===== config.mk =====
export PLATFORM = sky130hd
export DESIGN_NAME = launch_sequencer
export DESIGN_NICKNAME = d
export VERILOG_FILES = /design/src/rtl/launch_sequencer.sv
export SDC_FILE = /design/constraint.sdc
export NUM_CORES = 1
export LEC_CHECK = 0
export CAP_MARGIN = 20
export CORE_ASPECT_RATIO = 2
export CORE_UTILIZATION = 50
export CTS_CLUSTER_DIAMETER = 60
export DETAILED_ROUTE_END_ITERATION = 16
export GPL_TIMING_DRIVEN = 1
export PLACE_DENSITY_LB_ADDON = 0.15
export SYNTH_ARGS = -nofsm -noshare
export SYNTH_HDL_FRONTEND = slang
export SYNTH_SLANG_ARGS = --single-unit

===== constraint.sdc =====
create_clock -name Clk -period 5.6 [get_ports Clk]
set_input_delay 0.84 -clock Clk [delete_from_list [all_inputs] [get_ports Clk]]
set_output_delay 0.84 -clock Clk [all_outputs]
set_load 0.01 [all_outputs]

===== src/rtl/launch_sequencer.sv =====
// Run controller that drives a core's reset/start/ack handshake NUM_RUNS times per Go edge
// and records per-run latency. Optional watchdog: define LAUNCH_TIMEOUT_EN.
module launch_sequencer #(
  parameter int NUM_RUNS     = 4,
  parameter int RESET_CYCLES = 2,
  parameter int START_CYCLES = 1,
  parameter int CNT_W        = 32,
  parameter int TIMEOUT      = 100000
) (
  input  logic                          Clk,
  input  logic                          Reset,
  input  logic                          Go,
  input  logic                          Abort,
  input  logic                          DutAck,
  output logic                          DutReset,
  output logic                          DutStart,
  output logic                          Busy,
  output logic                          Done,
  output logic                          TimedOut,
  output logic [$clog2(NUM_RUNS+1)-1:0] RunIdx,
  output logic [CNT_W-1:0]              LastCycles,
  output logic [CNT_W-1:0]              MaxCycles
);

  localparam int RUN_W  = $clog2(NUM_RUNS + 1);
  localparam int PH_MAX = (RESET_CYCLES > START_CYCLES) ? RESET_CYCLES : START_CYCLES;
  localparam int PH_W   = (PH_MAX > 1) ? $clog2(PH_MAX) : 1;

  localparam logic [PH_W-1:0]  RST_LAST   = PH_W'(RESET_CYCLES - 1);
  localparam logic [PH_W-1:0]  START_LAST = PH_W'(START_CYCLES - 1);
  localparam logic [RUN_W-1:0] RUNS       = RUN_W'(NUM_RUNS);
  localparam logic [CNT_W-1:0] CNT_MAX    = '1;

  if (NUM_RUNS < 1 || RESET_CYCLES < 1 || START_CYCLES < 1 || TIMEOUT < 1) begin : g_bad_param
    $error("launch_sequencer: NUM_RUNS, RESET_CYCLES, START_CYCLES and TIMEOUT must be >= 1");
  end

  typedef enum logic [2:0] {S_IDLE, S_RST, S_GAP, S_START, S_WAIT, S_DONE} state_e;

  state_e             state_q, state_d;
  logic               go_q;
  logic [PH_W-1:0]    ph_q, ph_d;
  logic [CNT_W-1:0]   cnt_q, cnt_d, cnt_inc;
  logic [RUN_W-1:0]   run_idx_q, run_idx_d, run_next;
  logic [CNT_W-1:0]   last_q, last_d, max_q, max_d;
  logic               timed_out_q, timed_out_d;
  logic               dut_reset_q, dut_reset_d, dut_start_q, dut_start_d;
  logic               busy_q, busy_d, done_q, done_d;
  logic               go_rise;

  assign go_rise  = Go & ~go_q;
  assign cnt_inc  = (cnt_q == CNT_MAX) ? cnt_q : cnt_q + 1'b1;
  assign run_next = run_idx_q + 1'b1;

  always_comb begin
    state_d     = state_q;
    ph_d        = ph_q;
    cnt_d       = cnt_q;
    run_idx_d   = run_idx_q;
    last_d      = last_q;
    max_d       = max_q;
    timed_out_d = timed_out_q;

    if (Abort) begin
      state_d = S_IDLE;
    end else begin
      unique case (state_q)
        S_IDLE: if (go_rise) begin
          state_d     = S_RST;
          ph_d        = '0;
          run_idx_d   = '0;
          last_d      = '0;
          max_d       = '0;
          timed_out_d = 1'b0;
        end
        S_RST: begin
          if (ph_q == RST_LAST) state_d = S_GAP;
          else                  ph_d    = ph_q + 1'b1;
        end
        S_GAP: begin
          state_d = S_START;
          ph_d    = '0;
          cnt_d   = '0;
        end
        S_START: begin
          cnt_d = cnt_inc;
          if (ph_q == START_LAST) state_d = S_WAIT;
          else                    ph_d    = ph_q + 1'b1;
        end
        S_WAIT: begin
          cnt_d = cnt_inc;
          if (DutAck) begin
            last_d    = cnt_q;
            max_d     = (cnt_q > max_q) ? cnt_q : max_q;
            run_idx_d = run_next;
            if (run_next == RUNS) begin
              state_d = S_DONE;
            end else begin
              state_d = S_RST;
              ph_d    = '0;
            end
`ifdef LAUNCH_TIMEOUT_EN
          end else if (cnt_q == CNT_W'(TIMEOUT)) begin
            // Watchdog abandons the remaining runs; ack in the same cycle wins above.
            timed_out_d = 1'b1;
            last_d      = CNT_W'(TIMEOUT);
            state_d     = S_DONE;
`endif
          end
        end
        S_DONE: if (!Go) state_d = S_IDLE;
        default: state_d = S_IDLE;
      endcase
    end

    // Outputs are decoded from the next state so every port comes straight from a flop.
    dut_reset_d = (state_d == S_IDLE) || (state_d == S_RST);
    dut_start_d = (state_d == S_START);
    busy_d      = (state_d != S_IDLE) && (state_d != S_DONE);
    done_d      = (state_d == S_DONE);
  end

  // NOTE: sequential state uses non-blocking assignments so all flops update together.
  always_ff @(posedge Clk) begin
    if (!Reset) begin
      state_q     <= S_IDLE;
      go_q        <= 1'b1;  // Go held high through reset must not look like an edge
      ph_q        <= '0;
      cnt_q       <= '0;
      run_idx_q   <= '0;
      last_q      <= '0;
      max_q       <= '0;
      timed_out_q <= 1'b0;
      dut_reset_q <= 1'b1;
      dut_start_q <= 1'b0;
      busy_q      <= 1'b0;
      done_q      <= 1'b0;
    end else begin
      state_q     <= state_d;
      go_q        <= Go;
      ph_q        <= ph_d;
      cnt_q       <= cnt_d;
      run_idx_q   <= run_idx_d;
      last_q      <= last_d;
      max_q       <= max_d;
      timed_out_q <= timed_out_d;
      dut_reset_q <= dut_reset_d;
      dut_start_q <= dut_start_d;
      busy_q      <= busy_d;
      done_q      <= done_d;
    end
  end

  assign DutReset   = dut_reset_q;
  assign DutStart   = dut_start_q;
  assign Busy       = busy_q;
  assign Done       = done_q;
  assign TimedOut   = timed_out_q;
  assign RunIdx     = run_idx_q;
  assign LastCycles = last_q;
  assign MaxCycles  = max_q;

endmodule


## After elaboration in Yosys (flattened, before gate mapping)

Cells that the tools add are included.

| cells by class | value |
|---|---|
| equal/unequal tests | 16 |
| multiplexer cells | 25 |
| reduce and logical (&&, ||, !) cells | 13 |
| $add $sub $neg | 3 |
| bitwise logic cells | 3 |
| $lt $le $gt $ge | 1 |

Operators by type and width:

| cell | count |
|---|---|
| $pmux W32 S2 | 3 |
| $mux W32 | 5 |
| $add A32 B1 Y32 const B | 1 |
| $eq A32 B32 Y1 const B | 1 |
| $gt A32 B32 Y1 | 1 |
| $mux W3 | 9 |
| $pmux W3 S6 | 1 |
| $eq A3 B3 Y1 const B | 4 |
| $ne A2 B2 Y1 const B | 5 |
| $reduce_and A5 Y1 | 2 |
| $eq A3 B2 Y1 const B | 3 |
| $eq A3 B1 Y1 const B | 2 |
| $logic_not A3 Y1 | 2 |
| $pmux W3 S2 | 1 |
| $mux W1 | 5 |
| $pmux W1 S5 | 1 |
| $reduce_bool A5 Y1 | 1 |
| $reduce_and A4 Y1 | 1 |
| $reduce_bool A2 Y1 | 2 |
| $add A3 B1 Y3 const B | 1 |
| $ne A3 B3 Y1 const B | 1 |
| $reduce_and A3 Y1 | 1 |
| $reduce_bool A3 Y1 | 1 |
| $not A1 Y1 | 2 |
| 5 further kinds | 5 |

| storage, ports and cells | value |
|---|---|
| register bits after elaboration | 108 |
| input bits | 5 |
| word-level logic and storage cells | 72 |
| output and inout port bits | 72 |

## Logic depth before layout (Yosys ltp)

| depth | value |
|---|---|
| word-level depth | 8 |
| depth in mapped cells | 9 |

## Worst setup path before layout

OpenSTA, ideal clock, no wires.

| timing | value |
|---|---|
| path type | input port to flip-flop |
| from | input port Go |
| to | register max_q[24] (netlist: MaxCycles[24]) |
| setup time | 117 ps |
| stages on the path | 8 |
| slack | 3150 ps |
| data required time | 5483 ps |
| data arrival time | 2333 ps |
| path buffers | 2 |
| path through | or3b_2 -> a21o_1 -> buf_2 -> a31o_2 -> nand2_2 -> o41ai_4 -> buf_6 -> a22o_1 |

| on the way | value |
|---|---|
| longest elaborated chain between the ends | 3 |

Ends and longest elaborated chain:

| what | RTL line | text |
|---|---|---|
| start: declaration | 12 | `input logic Go,` |
| $and A1 B1 Y1 | 51 | `assign go_rise = Go & ~go_q;` |
| $ne A2 B2 Y1 (no source line) | -- |  |
| $reduce_and A5 Y1 (no source line) | -- |  |
| end signal: assignment | 145 | `max_q <= max_d;` |
| end: declaration | 45 | `logic [CNT_W-1:0] last_q, last_d, max_q, max_d;` |

No other way between the ends.
A chain may end at the register's enable or synchronous reset.

==> results_dict.tcl <==
set metrics [dict create \
    status "completed" \
    synth-compound-area-share 0.204 \
    dp_hpwl_mm 9.13 \
    synthAdderAreaFrac 0.0862 \
    r2r_start "cnt_q[13]" \
    min_period_ns 3.34 \
    synth_fp_nets 595 \
    drt-total-wl_mm 12.8 \
    io_pins 77 \
    cts_sinks 108 \
    slew_headroom 0.376 \
    synth_top_area_frac 0.426 \
    dpl_cell_area_um2 5910 \
    worst_pin_slew_ns 0.933 \
    synth.avg_cell_area_um2 9.16 \
    crit_chain "clkdlybuf4s50_1 -> inv_1 -> buf_4 -> o41ai_4 -> buf_4 -> a22o_1" \
    clock_path_buffers 2 \
    grt_pass1_vias 4313 \
    r2r_cells 8 \
    cts.clk_slew.worst_paths_ns 0.07 \
    initial_core_util 0.517 \
    period_share 0.597 \
    synth_cell_types 54 \
    yosys.area.top_type "dfxtp_1" \
    r2r-end "MaxCycles[18]" \
    viasPerCell 5.85 \
    synth.most_common_cell "dfxtp_1" \
    holdPathStages 2 \
    synth_edf_count 0 \
    crit_required_ns 5.89 \
    worstHoldEndpoint "RunIdx[2]" \
    ctsResizeCount 0 \
    grt_overflow 0 \
    die_y_um 145 \
    finalSetupViolations 0 \
    slew_viol_final 0 \
    vias 4409 \
    finalSetupTns_ns 0 \
    drt_first_pass_iters 8 \
    synth_area_leaders "dfxtp_1 (43%), ha_1 (8.6%), a22o_1 (5.3%), a22oi_1 (4.9%), nor2_1 (4.7%)" \
    cts_tree "done" \
    drtAntennaViolNets 0 \
    dieArea_um2 10600 \
    grt_antenna_before_repair 0 \
    worst_clock_skew_ns 0.00739 \
    holdCritStartpoint "RunIdx[2]" \
    critical_path_class "in2reg" \
    cts-root-buf "clkbuf_16" \
    port_buffers 75 \
    fin_area_um2 6220 \
    fp.dieW_um 73.3 \
    post_cts.repair.setup_buffers 0 \
    synth_ff_type "dfxtp_1" \
    syn_inst 555 \
    syn_area_um2 5080 \
    endpoint_kind "register" \
    synth_top_family_by_area "compound AO/OA/AOI/OAI gates" \
    wl_per_cell_um 17.0 \
    start_kind "input pin" \
    final_nets 657 \
    vdd_drop_max_uv 204 \
    cp_common_cell "buf_4" \
    crit_path_top_delay_cell "o41ai_4" \
    grtUsageTotal 0.259 \
    drtIter0Drc 246 \
    drc 0 \
    synthSimpleGateAreaFrac 0.185 \
    max_freq_mhz 299 \
    grt_max_degree 37 \
    drive_gt1_frac 0.0579 \
    numCtsBuffers 9 \
    rsz0062_at_grt "no" \
    h-tree-depth 3 \
    drv_cap 0 \
    async_flop_share 0 \
    muxShareOfSynthArea 0.00837 \
    ys_warn_count 0 \
    power_density_nw_per_um2 235 \
    insertion_delay_ns 0.35 \
    critPathMaxFanout 25 \
    cp.arrival_ns 3.64 \
    num_rows 51 \
    synth_seq_cells 108 \
    core_area_um2 9830 \
    reg2reg_slack_ns 2.41 \
    area_delta_synth_final_pct 22.5 \
    cts_hold_buf 0 \
    critical-path-max-stage-delay_ns 0.92 \
    yosysSeqAreaShare 0.426 \
    synthXorXnorAreaFrac 0.0293 \
    hold_path_class "reg2reg" \
    synthTopCellsByCount "dfxtp_1 (108), nor2_1 (64), inv_1 (41)" \
    gp_congestion 0.837 \
    final_hold_viol_count 0 \
    grt_pass1_wl_mm 20.8 \
    antenna_cells 0 \
    p_leak_nw 2.30 \
]
[metal layers]
layer  track usage  vias to the layer above  wire length (µm)
li1              -                     2141                 -
met1         0.277                     2108              4840
met2         0.473                      123              7100
met3        0.0418                       37               417
met4         0.134                        0               455
met5             0                        -                 0
[stage by stage]
step | power [mW] | hold slack (ns) | cells | setup WS (ns) | utilization
finish | 1.46 | 0.480 | 754 | 2.26 | 0.633
global route | 1.51 | 0.525 | 754 | 2.06 | 0.633
CTS | 1.47 | 0.478 | 754 | 2.27 | 0.633
detailed placement | 0.822 | 0.468 | 738 | 1.90 | 0.602
global placement | 0.821 | 0.469 | 737 | 1.95 | 0.599
floorplan | 0.812 | 0.475 | 555 | 3.15 | -
[layout make-up]
class                      count  area [µm²]
inverter                      41         154
fill                         907        3600
timing repair buffer          81         816
sequential                   108        2160
clock inverter                 7        83.8
multi-input combinational    376        2620
clock buffer                   9         225
tap                          132         165
[cell families (layout without fill, tap and decap cells)]
group	after synthesis	after routing
AND/OR/NAND/NOR	180	180
AO/OA/AOI/OAI	140	140
flip-flops	108	108
buffers and inverters	71	138
adder cells (fa/ha/maj)	35	35
XOR/XNOR	17	17
multiplexers	3	3
other	1	1
[critical path, delay by kind of cell]
| kind | cells | cell delay [ns] |
|---|---|---|
| buf+inv | 4 | 1.68 |
| compound gates | 2 | 1.10 |
[sequential cells by signal, indices dropped and copies added (netlist names)]
signal      count
go_q            1
DutReset        1
DutStart        1
Done            1
cnt_q          32
RunIdx          3
state_q         3
ph_q            1
LastCycles     32
MaxCycles      32
Busy            1
[how the worst max path moves through the flow]
| stage | startpoint | end | slack, ns | cells after the start |
|---|---|---|---|---|
| 2_1_floorplan | Go | MaxCycles[24] | 3.15 | 8 |
| 3_3_place_gp | Reset | MaxCycles[17] | 1.95 | 6 |
| 3_5_place_dp | Reset | MaxCycles[20] | 1.90 | 6 |
| 4_1_cts | Reset | MaxCycles[30] | 2.27 | 6 |
| 5_1_grt | Reset | MaxCycles[22] | 2.06 | 6 |
| 6_report | Reset | MaxCycles[18] | 2.26 | 6 |
[layout by cell type, fill, tap and decap left out, types with 3 or more instances in the layout]
cell type        instances
or3_1                   14
clkinv_4                 3
a21oi_1                 28
dfxtp_1                108
clkdlybuf4s50_1         75
ha_1                    35
a22oi_1                 33
nand2_1                 19
and4_1                   7
nand4_1                 24
o21a_1                   4
nor2_1                  63
nor2b_1                  5
a22o_1                  31
nand2b_1                 4
clkbuf_16                9
nor4_1                   4
o211ai_1                 3
buf_4                    5
and3_1                   7
xor2_1                  15
o21ai_0                 17
a21o_1                   5
nor3_1                   6
inv_1                   41
nand3_1                 14
[report_power, final]
part           internal (mW)  switching [mW]
Sequential             0.768         0.00118
Clock                  0.354           0.302
Combinational         0.0105          0.0242
No activity file was read; power rests on OpenSTA's default activity.
